File: src/rtl/gps_acq_correlator.sv
// GPS acquisition correlator.
// Takes the 1-bit IF stream and removes the local C/A replica and the local
// carrier from each sample. It integrates I and Q over one dwell, then
// evaluates |I|+|Q| against a threshold. After each failed dwell it slips the
// replica by one sample, until the threshold is met or every phase has been
// tried.
module gps_acq_correlator #(
   parameter int DWELL_LEN = 16368,
   parameter int NB_ACC    = 15,
   parameter int NB_PHASE  = 14
) (
   input  logic                clk_in,
   input  logic                rst_in_n,
   input  logic                ena_in,
   input  logic                sample_in,
   input  logic                code_in,
   input  logic                lo_sin_in,
   input  logic                lo_cos_in,
   input  logic                start_in,
   input  logic [NB_ACC:0]     threshold_in,
   output logic                code_ena_out,
   output logic                busy_out,
   output logic                done_out,
   output logic                lock_out,
   output logic [NB_PHASE-1:0] phase_out,
   output logic [NB_ACC:0]     peak_out
);

   typedef enum logic [2:0] {
      S_IDLE,
      S_DWELL,
      S_EVAL,
      S_SLIP,
      S_DONE
   } state_t;

   // Last sample index of a dwell, which is also the last candidate phase.
   localparam logic [NB_PHASE-1:0] LAST = NB_PHASE'(DWELL_LEN - 1);

   state_t                   r_state;
   state_t                   w_state_nxt;
   logic signed [NB_ACC-1:0] r_acc_i;
   logic signed [NB_ACC-1:0] r_acc_q;
   logic [NB_PHASE-1:0]      r_cnt;
   logic [NB_PHASE-1:0]      r_slip;
   logic [NB_PHASE-1:0]      r_best;
   logic [NB_PHASE-1:0]      r_phase;
   logic [NB_ACC:0]          r_peak;
   logic                     r_done;
   logic                     r_lock;

   logic                     w_e;
   logic signed [NB_ACC-1:0] w_inc_i;
   logic signed [NB_ACC-1:0] w_inc_q;
   logic [NB_ACC-1:0]        w_abs_i;
   logic [NB_ACC-1:0]        w_abs_q;
   logic [NB_ACC:0]          w_mag;
   logic                     w_new_peak;
   logic                     w_lock_hit;
   logic [NB_PHASE-1:0]      w_best_nxt;
   logic                     w_code_ena;
   logic                     w_busy;

   // Code and carrier wipe-off: a match contributes +1 and a mismatch contributes -1.
   assign w_e     = sample_in ^ code_in;
   assign w_inc_i = (w_e ^ lo_sin_in) ? {NB_ACC{1'b1}} : NB_ACC'(1);
   assign w_inc_q = (w_e ^ lo_cos_in) ? {NB_ACC{1'b1}} : NB_ACC'(1);

   // The magnitude is one bit wider than the accumulators, so the sum cannot overflow.
   // A full-scale negative accumulator still gives the correct absolute value here.
   assign w_abs_i    = r_acc_i[NB_ACC-1] ? $unsigned(-r_acc_i) : $unsigned(r_acc_i);
   assign w_abs_q    = r_acc_q[NB_ACC-1] ? $unsigned(-r_acc_q) : $unsigned(r_acc_q);
   assign w_mag      = {1'b0, w_abs_i} + {1'b0, w_abs_q};
   // A strict compare means ties keep the earlier phase.
   assign w_new_peak = (w_mag > r_peak);
   assign w_lock_hit = (w_mag >= threshold_in);
   assign w_best_nxt = w_new_peak ? r_slip : r_best;

   // State register.
   always_ff @(posedge clk_in or negedge rst_in_n) begin
      // NOTE: sequential state uses non-blocking assignments so every flop samples pre-edge values.
      if (!rst_in_n) r_state <= S_IDLE;
      else           r_state <= w_state_nxt;
   end

   // Next-state logic, plus the outputs that decode the current state.
   always_comb begin
      // NOTE: defaults come first so that no path leaves a signal unassigned, which would infer a latch.
      w_state_nxt = r_state;
      w_code_ena  = ena_in;
      w_busy      = 1'b0;
      case (r_state)
         S_IDLE, S_DONE: begin
            if (start_in) w_state_nxt = S_DWELL;
         end
         S_DWELL: begin
            w_busy = 1'b1;
            if (ena_in && (r_cnt == LAST)) w_state_nxt = S_EVAL;
         end
         S_EVAL: begin
            w_busy = 1'b1;
            if (w_lock_hit || (r_slip == LAST)) w_state_nxt = S_DONE;
            else                                w_state_nxt = S_SLIP;
         end
         S_SLIP: begin
            w_busy     = 1'b1;
            w_code_ena = 1'b0;
            if (ena_in) w_state_nxt = S_DWELL;
         end
         default: w_state_nxt = S_IDLE;
      endcase
   end

   // Datapath: accumulate, evaluate, slip and hold the results.
   always_ff @(posedge clk_in or negedge rst_in_n) begin
      if (!rst_in_n) begin
         r_acc_i <= '0;
         r_acc_q <= '0;
         r_cnt   <= '0;
         r_slip  <= '0;
         r_best  <= '0;
         r_phase <= '0;
         r_peak  <= '0;
         r_done  <= 1'b0;
         r_lock  <= 1'b0;
      end else begin
         r_done <= 1'b0;
         case (r_state)
            S_IDLE, S_DONE: begin
               if (start_in) begin
                  r_acc_i <= '0;
                  r_acc_q <= '0;
                  r_cnt   <= '0;
                  r_slip  <= '0;
                  r_best  <= '0;
                  r_peak  <= '0;
                  r_lock  <= 1'b0;
               end
            end
            S_DWELL: begin
               if (ena_in) begin
                  r_acc_i <= r_acc_i + w_inc_i;
                  r_acc_q <= r_acc_q + w_inc_q;
                  r_cnt   <= r_cnt + NB_PHASE'(1);
               end
            end
            S_EVAL: begin
               if (w_new_peak) begin
                  r_peak <= w_mag;
                  r_best <= r_slip;
               end
               if (w_lock_hit) begin
                  r_lock  <= 1'b1;
                  r_phase <= r_slip;
                  r_done  <= 1'b1;
               end else if (r_slip == LAST) begin
                  r_phase <= w_best_nxt;
                  r_done  <= 1'b1;
               end
            end
            S_SLIP: begin
               // The replica is held for this one strobe, which shifts it by one sample.
               if (ena_in) begin
                  r_slip  <= r_slip + NB_PHASE'(1);
                  r_acc_i <= '0;
                  r_acc_q <= '0;
                  r_cnt   <= '0;
               end
            end
            default: ;
         endcase
      end
   end

   assign code_ena_out = w_code_ena;
   assign busy_out     = w_busy;
   assign done_out     = r_done;
   assign lock_out     = r_lock;
   assign phase_out    = r_phase;
   assign peak_out     = r_peak;

endmodule
File: config.mk
export PLATFORM = sky130hd
export DESIGN_NAME = gps_acq_correlator
export DESIGN_NICKNAME = d
export VERILOG_FILES = /design/src/rtl/gps_acq_correlator.sv
export SDC_FILE = /design/constraint.sdc
export NUM_CORES = 1
export LEC_CHECK = 0
export ABC_AREA = 1
export CAP_MARGIN = 40
export CORE_MARGIN = 2
export CORE_UTILIZATION = 50
export CTS_CLUSTER_DIAMETER = 80
export DETAILED_ROUTE_END_ITERATION = 8
export PLACE_DENSITY = 0.73
export SYNTH_ARGS = -nofsm -noshare
export SYNTH_HDL_FRONTEND = slang
export SYNTH_SLANG_ARGS = --single-unit
export TNS_END_PERCENT = 30
File: constraint.sdc
create_clock -name clk_in -period 10 [get_ports clk_in]
set_input_delay 2 -clock clk_in [delete_from_list [all_inputs] [get_ports clk_in]]
set_output_delay 2 -clock clk_in [all_outputs]
set_load 0.1 [all_outputs]
## After elaboration in Yosys (flattened, before gate mapping)

Cells that the tools add are included.
Widths: inputs -> output; s select.

- Flip-flop bits (word level): 107
- Logic and storage cells: 86

- Add/sub/neg operators: 7
- Order comparisons: 2
- Equality and inequality tests: 12
- Multiplexer cells: 36
- Bitwise logic cells: 3
- Reductions and logical operators: 16

Operator list:

| kind | number |
|---|---|
| $mux 15 | 8 |
| $mux 14 | 7 |
| $pmux 15 s3 | 2 |
| $pmux 14 s2 | 2 |
| $pmux 14 s3 | 1 |
| $mux 16 | 2 |
| $pmux 16 s2 | 1 |
| $add 15x15->15 | 2 |
| $neg 15->15 | 2 |
| $add 14x1->14 const B | 2 |
| $eq 14x14->1 const B | 2 |
| $add 15x15->16 | 1 |
| $ge 16x16->1 | 1 |
| $gt 16x16->1 | 1 |
| $mux 3 | 4 |
| $ne 2x2->1 const B | 6 |
| $pmux 3 s4 | 1 |
| $reduce_and 3->1 | 4 |
| $mux 1 | 7 |
| $eq 3x2->1 const B | 2 |
| $reduce_bool 2->1 | 3 |
| $reduce_and 2->1 | 2 |
| $reduce_and 4->1 | 1 |
| $eq 3x1->1 const B | 1 |
| 9 further kinds | 11 |

## Depth between registers and ports, before layout

Gate-level depths: netlist of the first run.

- Depth after elaboration: 7
- Gate-level depth with buffers: 29

## Worst setup path after synthesis of the first run

Ideal clock, no wire load.

- Kind: input to output
- From: input ena_in
- To: output code_ena_out
- Arrival time: 3.350 ns
- Setup slack: 4.650 ns
- Stages on the path: 2
- Path buffers: 0
- Cell sequence: inv_1 nor2_1

- Cells in the longest elaborated chain, start to end: 1

Ends and longest elaborated chain:

| item | RTL line | text |
|---|---|---|
| from (decl) | 14 | `input logic ena_in,` |
| $mux 1 | 92 | `case (r_state)` |
| to (decl) | 21 | `output logic code_ena_out,` |

No other way between the ends.

## Final worst setup path of the first run

Same ends and word-level chain as after synthesis.

==> results of run 1 <==
[cells in the mapped netlist (all sizes together)]
master	count
nor3b	1
a31oi	9
a21oi	78
buf	20
and3	1
nor2	112
nor3	28
xnor2	10
clkbuf	10
o211ai	1
a21o	2
inv	151
o31ai	2
o21ai	55
nand3b	1
dfrtp	107
ha	77
nand4	25
fa	3
xor2	40
and2	1
nor4	4
nand2	394
o21bai	8
o22ai	20
o41ai	1
nand3	95
clkinv	1
[cells in the final DEF (no fill, tap or decap), types with 2 or more instances in the layout]
cell type        count
nand2_1            389
inv_1              145
dfrtp_1            107
nor2_1             105
nand3_1             95
a21oi_1             77
ha_1                77
clkdlybuf4s50_1     56
o21ai_0             48
xor2_1              40
buf_8               34
nor3_1              27
nand4_1             25
o22ai_1             20
xnor2_1             10
a31oi_1              9
clkbuf_16            9
o21bai_1             8
o21ai_1              7
inv_2                6
nor4_1               4
nor2_2               4
nand2_2              4
buf_4                4
nor2_4               3
fa_1                 3
inv_6                3
a21o_1               2
o31ai_1              2
[registers in the layout, summed over array words and instances, names as in the netlist]
| signal | count |
|---|---|
| done_out | 1 |
| lock_out | 1 |
| peak_out | 16 |
| phase_out | 14 |
| r_acc_i | 15 |
| r_acc_q | 15 |
| r_best | 14 |
| r_cnt | 14 |
| r_slip | 14 |
| r_state | 3 |
[kinds of logic (layout without fill, tap and decap cells)]
logic type / after synthesis / count (layout) / share of synthesized area [%]
AOI/OAI and AO/OA: 176 / 176 / 11.35
xor gates and xnor gates: 50 / 50 / 5.079
adders and majority gates: 80 / 80 / 11.87
buffers and inverters: 182 / 263 / 8.417
DFF: 107 / 107 / 31.06
and+or+nand+nor: 662 / 662 / 32.23
[path summary, 6_finish.rpt]
check / start / cells after the start / endpoint
worst max-delay path: ena_in / 5 / code_ena_out
worst min-delay path: r_best[11] / 2 / r_best[11]
worst max register to register: r_acc_q[0] / 25 / peak_out[1]
worst min register to register: r_best[11] / 2 / r_best[11]
max in group asynchronous: rst_in_n / 2 / r_best[12]
min in group asynchronous: rst_in_n / 1 / peak_out[2]
[area by class of cell]
| cell class | instances | area, um2 |
|---|---|---|
| Fill cell | 1531 | 6874 |
| Tap cell | 225 | 281.5 |
| Multi-Input combinational cell | 968 | 5219 |
| Clock buffer | 9 | 225.2 |
| Inverter | 152 | 570.5 |
| Timing Repair Buffer | 95 | 1129 |
| Clock inverter | 7 | 80.08 |
| Sequential cell | 107 | 2678 |
[layer usage]
metal,global-route usage [%],up-vias
met5,0,-
met4,7.350,0
met3,2.544,28
met2,40.78,178
met1,33.36,3820
li1,-,4262
[metrics by stage]
stage,hold slack [ns],instance area [um2],cells
after floorplan,0.4492,8622,1257
after global placement,0.4616,9339,1512
after detailed placement,0.4651,9877,1547
after CTS,0.4843,10180,1563
after global routing,0.5016,10180,1563
final,0.4814,10180,1563
[where the power goes]
group	total, W	internal, W	switching, W
sequential	0.000605	0.000521	0.0000840
clock	0.000373	0.000198	0.000175
combinational	0.00253	0.000846	0.00169
total	0.00351	0.00156	0.00195
[worst max-delay path: cells and delay by family]
kind          cells  cell delay (ns)
buf+inv           4             1.41
simple gates      1             0.12
==> parameters.txt, run 1 <==
Parameter                              Value

Outcome
  Run status    complete, no violations

Power
  Leak Pwr    5.289 nW
  Peak VDD IR    0.0002283 V
  Power per cell area    344.8 nW/um2
  Post-layout power    0.003511 W

Layout
  Diodes inserted    0
  Share of cells above drive strength 1    5.680%
  Utilization after layout    59.70%
  Synth-to-Final Area Change    18.10%
  Layout net count    1437

Routing
  Via density per instance    5.303
  DRT met1 WL    10100 um
  Final routed wire length divided by cell count    13.56 um
  DRC violations left    0
  Routed wl met3    677 um
  Number of design-rule violations left by the first detailed-router iteration    645
  DR top layer    met4
  Count of TritonRoute iterations in the first routing pass    5
  Total wirelength of the detailed-routed design    21200 um
  Met2 wire length    10050 um
  Via count    8288
  Post-detailed-route count of antenna-violating nets    0

Global routing
  Total track usage    24.34%
  Remaining global-route overflow    0
  Largest net degree at the start of global routing    61
  Initial antenna violation count    0
  First-pass GRT wire length    36360 um
  Vias in the first global route    7719

Placed design
  Worst setup timing slack at the placement stage    4.468 ns
  Number of I/O port buffers    57
  Placed wire-length estimate    16070 um
  Placer congestion estimate    0.8800

Yosys
  Synth area leader    dfrtp_1
  Netlist area before placement    8622 um2
  #FFs+latches synth    107
  Cell variety after synth    38
  Net count of the mapped netlist    1361
  Share of the synthesized area in the top cell type    31.05%
  Avg Inst Size Synth    6.859 um2
  Cell types with the largest area share after synthesis    dfrtp_1, nand2_1, ha_1
  Synth Instances    1257
  Number of synthesis warnings    0
  Sequential fraction of the synthesis area    31.05%

STA
  Clock tree skew after final layout    0.01027 ns
  Endpoints failing setup    0
  Ratio of final minimum period to clock period    55.23%
  Final-report hold violation count    0
  Setup repair after global routing missed its margin    false
  Achievable clock frequency    181.1 MHz
  Worst setup slack after layout    4.477 ns
  Least-Margin Pin Slew    0.8083 ns
  Worst slew margin    46.11%
  Number of max-slew violations in the final report    0
  Aggregate negative setup slack    0 ns
  Post-layout min period    5.523 ns

Min path
  Path category of the worst min-delay check    reg2reg

Clocking
  Clock-pin transition on the worst setup and hold timing paths    0.07 ns
  Clk Tree Root Cell    clkbuf_16
  CTS buffer count    9
  Clock insertion delay at the later pin of the skew report    0.36 ns
  Post-CTS setup buffer count    0
  Post-CTS Resized    0
  CTS sink cnt    107
  Max Root-Sink Buffers    2
  CTS tree    built
  Maximum level of the CTS H-tree    3
  # hold bufs at CTS    0

Worst setup path
  Crit path cell chain    clkdlybuf4s50_1 -> inv_1 -> nor2_1 -> clkdlybuf4s50_1 -> buf_8
  Kind of critical path    in2out
  Sort of element at the end of the critical path    output port
  Worst reg2reg setup slack    4.79 ns
  Critical-path cell with the highest stage delay    clkdlybuf4s50_1
  Data arrival time of the critical path    3.52 ns
  Crit-path most repeated cell    clkdlybuf4s50_1
  Endpoint required time on the critical path    8.00 ns
  Biggest cell delay along the critical path    0.55 ns
  Launching element type of the critical path    primary input
  Max FO, Critical Path    4

Run
  Number of max-cap violations    0

Floorplan
  Die height    135.3 um
  Number of placement rows    48
  Io pins    58
  Core footprint    17060 um2
  Effective utilization at floorplan    50.55%
  Horizontal die dimension    135.3 um
  Die area    18310 um2
(Power assumes the default switching activity.)
==> run 2, diff against run 1 <==
- clock period: 10 -> 5.4 ns (I/O delays scaled with it)
==> run 2 against run 1 <==
- sequential power grew 85%
- sequential cell count is the same
- largest cell class unchanged
- clock skew grew 0.0073 ns
- first-iteration DRC count shrank 6.4%
==> parameters.txt, run 2 (synthesis gave the netlist of run 1 again) <==
Parameter                              Value

Clocking
  Maximum level of the CTS H-tree    3 (unchanged)
  CTS sink cnt    107 (unchanged)
  Clock insertion delay at the later pin of the skew report    0.37 ns (about the same)
  Clock-pin transition on the worst setup and hold timing paths    0.08 ns (about the same)
  CTS buffer count    9 (unchanged)
  CTS tree    built
  Clk Tree Root Cell    clkbuf_16
  Max Root-Sink Buffers    2 (unchanged)
  # hold bufs at CTS    0 (unchanged)

Placed design
  Number of I/O port buffers    57 (unchanged)
  Placer congestion estimate    0.9396 (+6.8%)
  Worst setup timing slack at the placement stage    0.4857 ns (-3.982 ns)
  Number of placed instances with taps included    1548 (+0.065%)
  Placed wire-length estimate    16280 um (+1.3%)

Routing
  Count of TritonRoute iterations in the first routing pass    5 (unchanged)
  Total wirelength of the detailed-routed design    20910 um (-1.4%)
  DRC violations left    0 (unchanged)
  Post-detailed-route count of antenna-violating nets    0 (unchanged)
  Final routed wire length divided by cell count    13.36 um (-1.5%)
  Via density per instance    5.314 (+0.21%)
  Number of design-rule violations left by the first detailed-router iteration    604 (-6.4%)
  Via count    8316 (+0.34%)

Layout
  Most common cell after layout, fill and taps aside    nand2_1
  Layout net count    1439 (+0.14%)
  Count of placed standard cells in the final layout, fillers left out    1565 (+0.13%)
  Diodes inserted    0 (unchanged)
  Share of cells above drive strength 1    6.045% (+0.36 points)
  Synth-to-Final Area Change    18.37%
  Utilization after layout    59.84% (+0.14 points)
  Number of flip-flops under the largest register name    16 (unchanged)
  Highest-count cells in the layout ignoring fill and taps    nand2_1, inv_1, dfrtp_1, nor2_1, nand3_1

Power
  Peak VDD IR    0.0003736 V (+64%)
  Switching part of the total    54.92% (-0.51 points)
  Power per cell area    638.3 nW/um2 (+85%)
  Internal power component    0.002937 W (+88%)
  Switching power total    0.003578 W (+84%)
  Sequential share of power    17.2% (about the same)
  Combinational cell fraction of total power    72.0% (about the same)
  Clock network fraction of total power    10.8% (+0.2 points)
  Leak Pwr    5.300 nW (+0.20%)

Run
  Number of max-cap violations    0 (unchanged)

STA
  Worst setup slack after layout    0.7718 ns (-3.705 ns)
  Aggregate negative setup slack    0 ns (unchanged)
  Achievable clock frequency    216.1 MHz
  Post-layout min period    4.628 ns
  Hold slack    0.4827 ns (+0.001306 ns)
  Endpoints failing setup    0 (unchanged)
  Clock tree skew after final layout    0.01758 ns (+0.007317 ns)
  Least-Margin Pin Slew    0.7934 ns (-0.01489 ns)
  Number of max-slew violations in the final report    0 (unchanged)
  Final-report hold violation count    0 (unchanged)
  Worst slew margin    47.11% (+0.99 points)
  Setup repair after global routing missed its margin    false
  Ratio of final minimum period to clock period    85.71%

Floorplan
  Horizontal die dimension    135.3 um (unchanged)
  Die height    135.3 um (unchanged)
  Io pins    58 (unchanged)
  Effective utilization at floorplan    50.55% (unchanged)
  Core footprint    17060 um2 (unchanged)
  Die area    18310 um2 (unchanged)
  Number of placement rows    48 (unchanged)

Global routing
  Remaining global-route overflow    0 (unchanged)
  Total track usage    24.08% (-0.26 points)
  First-pass GRT wire length    36270 um (-0.27%)
  Vias in the first global route    7765 (+0.60%)
  Initial antenna violation count    0 (unchanged)
  Largest net degree at the start of global routing    63 (+3.3%)

Worst setup path
  Kind of critical path    reg2reg
  Endpoint required time on the critical path    5.65 ns (-2.35 ns)
  Launching element type of the critical path    flip-flop
  Data arrival time of the critical path    4.88 ns (+1.36 ns)
  Sort of element at the end of the critical path    flip-flop
  Max FO, Critical Path    30 (+26)

Outcome
  Run status    complete, no violations

Min path
  Path category of the worst min-delay check    reg2reg
run 2: cell types whose count changed in the layout (fill, tap and decap cells not counted), sizes merged:
cell	change
clkinvlp	-1
clkinv	+3
inv	-2
buf	+3
clkdlybuf4s50	-1
run 2: cell type report:
cell class / count / area (um2)
clock buffer: 9 / 225.2
clock inverter: 7 / 97.59
fill: 1559 / 6850
inverter: 152 / 570.5
multi-input combinational: 968 / 5228
sequential: 107 / 2678
tap: 225 / 281.5
timing repair buffer: 97 / 1126
run 2: final timing paths:
| check | slack (ns) | startpoint | to | depth (start not counted) |
|---|---|---|---|---|
| hold / removal | 0.48 | phase_out[12] | phase_out[12] | 2 |
| min in group asynchronous | 0.81 | rst_in_n | peak_out[5] | 1 |
| setup reg to reg | 0.77 | r_acc_q[0] | phase_out[7] | 27 |
| max in group asynchronous | 3.48 | rst_in_n | r_best[12] | 2 |
| setup / recovery | 0.77 | r_acc_q[0] | phase_out[7] | 27 |
| hold reg to reg | 0.48 | phase_out[12] | phase_out[12] | 2 |
run 2: what timing repair did:
| action | in CTS | in global routing |
|---|---|---|
| setup buffers | 0 | 1 |
| resized for setup | 0 | 3 |
| endpoints found under the setup margin | 0 | 24 |
run 2: per-stage QoR:
stage / power (W) / cell area [um2]
floorplan: 0.004581 / 8622
global placement: 0.005393 / 9359
detailed placement: 0.005711 / 9854
CTS: 0.006450 / 10180
global route: 0.007150 / 10210
finish: 0.006515 / 10210
run 2: routing by layer:
metal	up-vias	track usage [%]	share of wire, %
li1	4270	-	-
met1	3831	33.43	48
met2	194	40.30	46
met3	21	1.983	3.6
met4	0	7.176	1.6
met5	-	0	0
run 2: critical path: stages (launching register included):
cell	delay [ns]
dfrtp_1	0.44
inv_1	0.17
ha_1	0.17
inv_1	0.05
nor3_1	0.18
nand3_1	0.12
nor2_1	0.14
nand3_1	0.10
nand2_1	0.09
o21ai_0	0.11
xor2_1	0.16
ha_1	0.36
a21oi_1	0.18
o21ai_0	0.10
a21oi_1	0.14
nand2_1	0.08
xor2_1	0.24
ha_1	0.30
a21oi_1	0.16
o21ai_0	0.11
nor2_2	0.20
buf_4	0.22
nand3_1	0.09
nand2_1	0.09
buf_4	0.30
nor2_1	0.07
nand2_1	0.09
nand2_1	0.06
run 2: power by group through the flow:
| stage | clock [W] | combinational, W | sequential (W) |
|---|---|---|---|
| finish | 0.000703 | 0.00469 | 0.00112 |
| global route | 0.000747 | 0.00526 | 0.00114 |
| CTS | 0.000714 | 0.00462 | 0.00112 |
| detailed placement | 0 | 0.00458 | 0.00113 |
| global placement | 0 | 0.00426 | 0.00113 |
| floorplan | 0 | 0.00304 | 0.00154 |
==> run 3, diff against run 2 <==
- clock period: 5.4 -> 5.15 ns (I/O delays scaled with it)
==> run 3 against run 2 <==
- clock skew is 0.0054 ns lower
- critical path depth is the same
- via count fell by 0.58%
- combinational power increased by 5.5%
- worst hold slack better by 0.0043 ns
- largest cell class unchanged
- first-iteration DRC count rose by 2.3%
- die area unchanged
- core utilization is 0.12 points lower
- setup slack worse by 0.15 ns
- maximum frequency increased by 2.2%
- largest power group unchanged
- non-clock buffer count is 1 higher
- critical path type unchanged
- register-to-register slack worse by 0.15 ns
==> parameters.txt, run 3 (synthesis gave the netlist of run 1 again) <==
Parameter                              Value

Clocking
  Clock-pin transition on the worst setup and hold timing paths    0.08 ns (about the same)
  Max Root-Sink Buffers    2 (unchanged)
  Clock insertion delay at the later pin of the skew report    0.36 ns (about the same)
  Maximum level of the CTS H-tree    3 (unchanged)
  Clk Tree Root Cell    clkbuf_16
  CTS sink cnt    107 (unchanged)
  Post-CTS setup buffer count    0 (unchanged)
  CTS buffer count    9 (unchanged)
  CTS tree    built

Floorplan
  Horizontal die dimension    135.3 um (unchanged)
  Core footprint    17060 um2 (unchanged)
  Effective utilization at floorplan    50.55% (unchanged)
  Die height    135.3 um (unchanged)
  Die area    18310 um2 (unchanged)
  Io pins    58 (unchanged)
  Number of placement rows    48 (unchanged)

Routing
  Post-detailed-route count of antenna-violating nets    0 (unchanged)
  Final routed wire length divided by cell count    13.60 um (+1.8%)
  Number of design-rule violations left by the first detailed-router iteration    618 (+2.3%)
  Total wirelength of the detailed-routed design    21300 um (+1.9%)
  Count of TritonRoute iterations in the first routing pass    6 (+1)
  DRC violations left    0 (unchanged)
  Via count    8268 (-0.58%)
  Via density per instance    5.280 (-0.64%)

Power
  Leak Pwr    5.290 nW (-0.19%)
  Peak VDD IR    0.0004268 V (+14%)
  Switching power total    0.003779 W (+5.6%)
  Post-layout power    0.006854 W (+5.2%)
  Power per cell area    673.0 nW/um2 (+5.4%)
  Clock network fraction of total power    10.6% (-0.2 points)
  Switching part of the total    55.13% (+0.21 points)
  Sequential share of power    17.2% (about the same)
  Internal power component    0.003075 W (+4.7%)
  Combinational cell fraction of total power    72.2% (+0.2 points)

STA
  Endpoints failing setup    0 (unchanged)
  Worst slew margin    47.91% (+0.81 points)
  Final-report hold violation count    0 (unchanged)
  Ratio of final minimum period to clock period    87.95% (+2.2 points)
  Aggregate negative setup slack    0 ns (unchanged)
  Achievable clock frequency    220.8 MHz (+2.2%)
  Number of max-slew violations in the final report    0 (unchanged)
  Least-Margin Pin Slew    0.7813 ns (-0.01210 ns)
  Clock tree skew after final layout    0.01222 ns (-0.005364 ns)
  Post-layout min period    4.529 ns (-0.09872 ns)
  Setup repair after global routing missed its margin    false

Layout
  Footprint of the flip-flops and latches    2678 um2 (unchanged)
  Diodes inserted    0 (unchanged)
  Highest-count cells in the layout ignoring fill and taps    nand2_1, inv_1, dfrtp_1, nor2_1, nand3_1
  Number of flip-flops under the largest register name    16 (unchanged)
  Filler cell count in the final layout    1547 (-0.77%)
  Most common cell after layout, fill and taps aside    nand2_1
  Layout net count    1440 (+0.069%)
  Synth-to-Final Area Change    18.13%
  Area of the multi-input gates    5223 um2 (about the same)
  Final Cell Area    10180 um2 (-0.21%)
  Share of cells above drive strength 1    6.115% (+0.070 points)

Global routing
  Remaining global-route overflow    0 (unchanged)
  Vias in the first global route    7752 (-0.17%)
  Initial antenna violation count    0 (unchanged)
  Largest net degree at the start of global routing    62 (-1.6%)
  Total track usage    23.98% (-0.092 points)
  First-pass GRT wire length    36020 um (-0.68%)

Run
  Number of max-cap violations    0 (unchanged)

Placed design
  Placer congestion estimate    0.9481 (+0.90%)
  Number of I/O port buffers    57 (unchanged)
  Placed wire-length estimate    16270 um (about the same)
  Total placed instance area    9869 um2 (+0.15%)

Worst setup path
  Worst reg2reg setup slack    0.62 ns (-0.15 ns)
  Endpoint required time on the critical path    5.41 ns (-0.24 ns)
  Launching element type of the critical path    flip-flop
  Kind of critical path    reg2reg
  RR Startpoint    r_acc_q[0]
  Crit Reg-Reg Endpoint    phase_out[2]
  Data arrival time of the critical path    4.79 ns (-0.09 ns)
  Max FO, Critical Path    30 (unchanged)
  Sort of element at the end of the critical path    flip-flop
  Worst-case reg-to-reg path depth    27 (unchanged)

Min path
  Path category of the worst min-delay check    reg2reg
  End of the worst hold path    r_best[12]
  Hold depth    2 (unchanged)
  Startpoint of the worst hold path    r_best[12]

Outcome
  Run status    complete, no violations
==> run 3: area by class of cell <==
| cell class | count | share of cell area, % |
|---|---|---|
| multi-input combinational | 968 | 51.28 |
| sequential | 107 | 26.29 |
| timing repair buffer | 98 | 11.01 |
| inverter | 152 | 5.602 |
| tap | 225 | 2.764 |
| clock buffer | 9 | 2.211 |
| clock inverter | 7 | 0.8477 |
==> run 3: stage by stage <==
stage,hold WS [ns],std cells,setup slack (ns),util (%)
floorplan,0.4492,1257,1.206,-
global placement,0.4626,1517,0.6862,54.96
detailed placement,0.4679,1550,0.5381,57.86
CTS,0.4887,1566,0.5119,59.69
global route,0.4975,1566,0.1089,59.71
finish,0.4869,1566,0.6205,59.71
==> run 3: how the worst max path moves through the flow <==
stage	from	endpoint	slack, ns	cells past startpoint
after global routing	r_acc_q[0]	peak_out[1]	0.11	26
final	r_acc_q[0]	phase_out[2]	0.62	27
after global placement	r_acc_q[0]	phase_out[0]	0.69	25
after CTS	r_acc_q[0]	peak_out[10]	0.51	26
after detailed placement	r_acc_q[0]	phase_out[11]	0.54	25
after floorplan	r_acc_q[0]	phase_out[10]	1.21	26
==> run 3: what timing repair did <==
action / in CTS / in global routing
gates resized for setup: 0 / 2
setup endpoints to repair: 0 / 17
hold buffers: 0 / 0
==> run 3: metal layers <==
layer / track usage (%) / share of wire, %
met1: 33.01 / 49
met2: 40.10 / 46
met3: 2.544 / 3.5
met4: 7.060 / 1.5
met5: 0 / 0
==> run 3: critical path, stage by stage, from the launching register on <==
cell and delay, ns:
dfrtp_1 0.44, inv_1 0.17, ha_1 0.16, inv_1 0.05, nor3_1 0.18, nand3_1 0.12, nor2_1 0.13, nand3_1 0.10
nand2_1 0.10, o21ai_0 0.11, xor2_1 0.16, ha_1 0.37, nand2_1 0.11, o21ai_0 0.20, a21oi_1 0.06, nand2_1 0.08
xor2_1 0.30, ha_1 0.31, a21oi_1 0.16, o21ai_0 0.11, nor2_2 0.11, buf_4 0.21, nand3_1 0.10, nand2_1 0.06
buf_4 0.30, nor2_1 0.08, nand2_1 0.08, nand2_1 0.05
==> run 3: power by group through the flow <==
| stage | Sequential (W) | Clock [W] | Combinational [W] |
|---|---|---|---|
| after floorplan | 0.00161 | 0 | 0.00319 |
| after global placement | 0.00119 | 0 | 0.00454 |
| after detailed placement | 0.00119 | 0 | 0.00487 |
| after CTS | 0.00118 | 0.000738 | 0.00490 |
| after global routing | 0.00120 | 0.000769 | 0.00554 |
| final | 0.00118 | 0.000730 | 0.00495 |
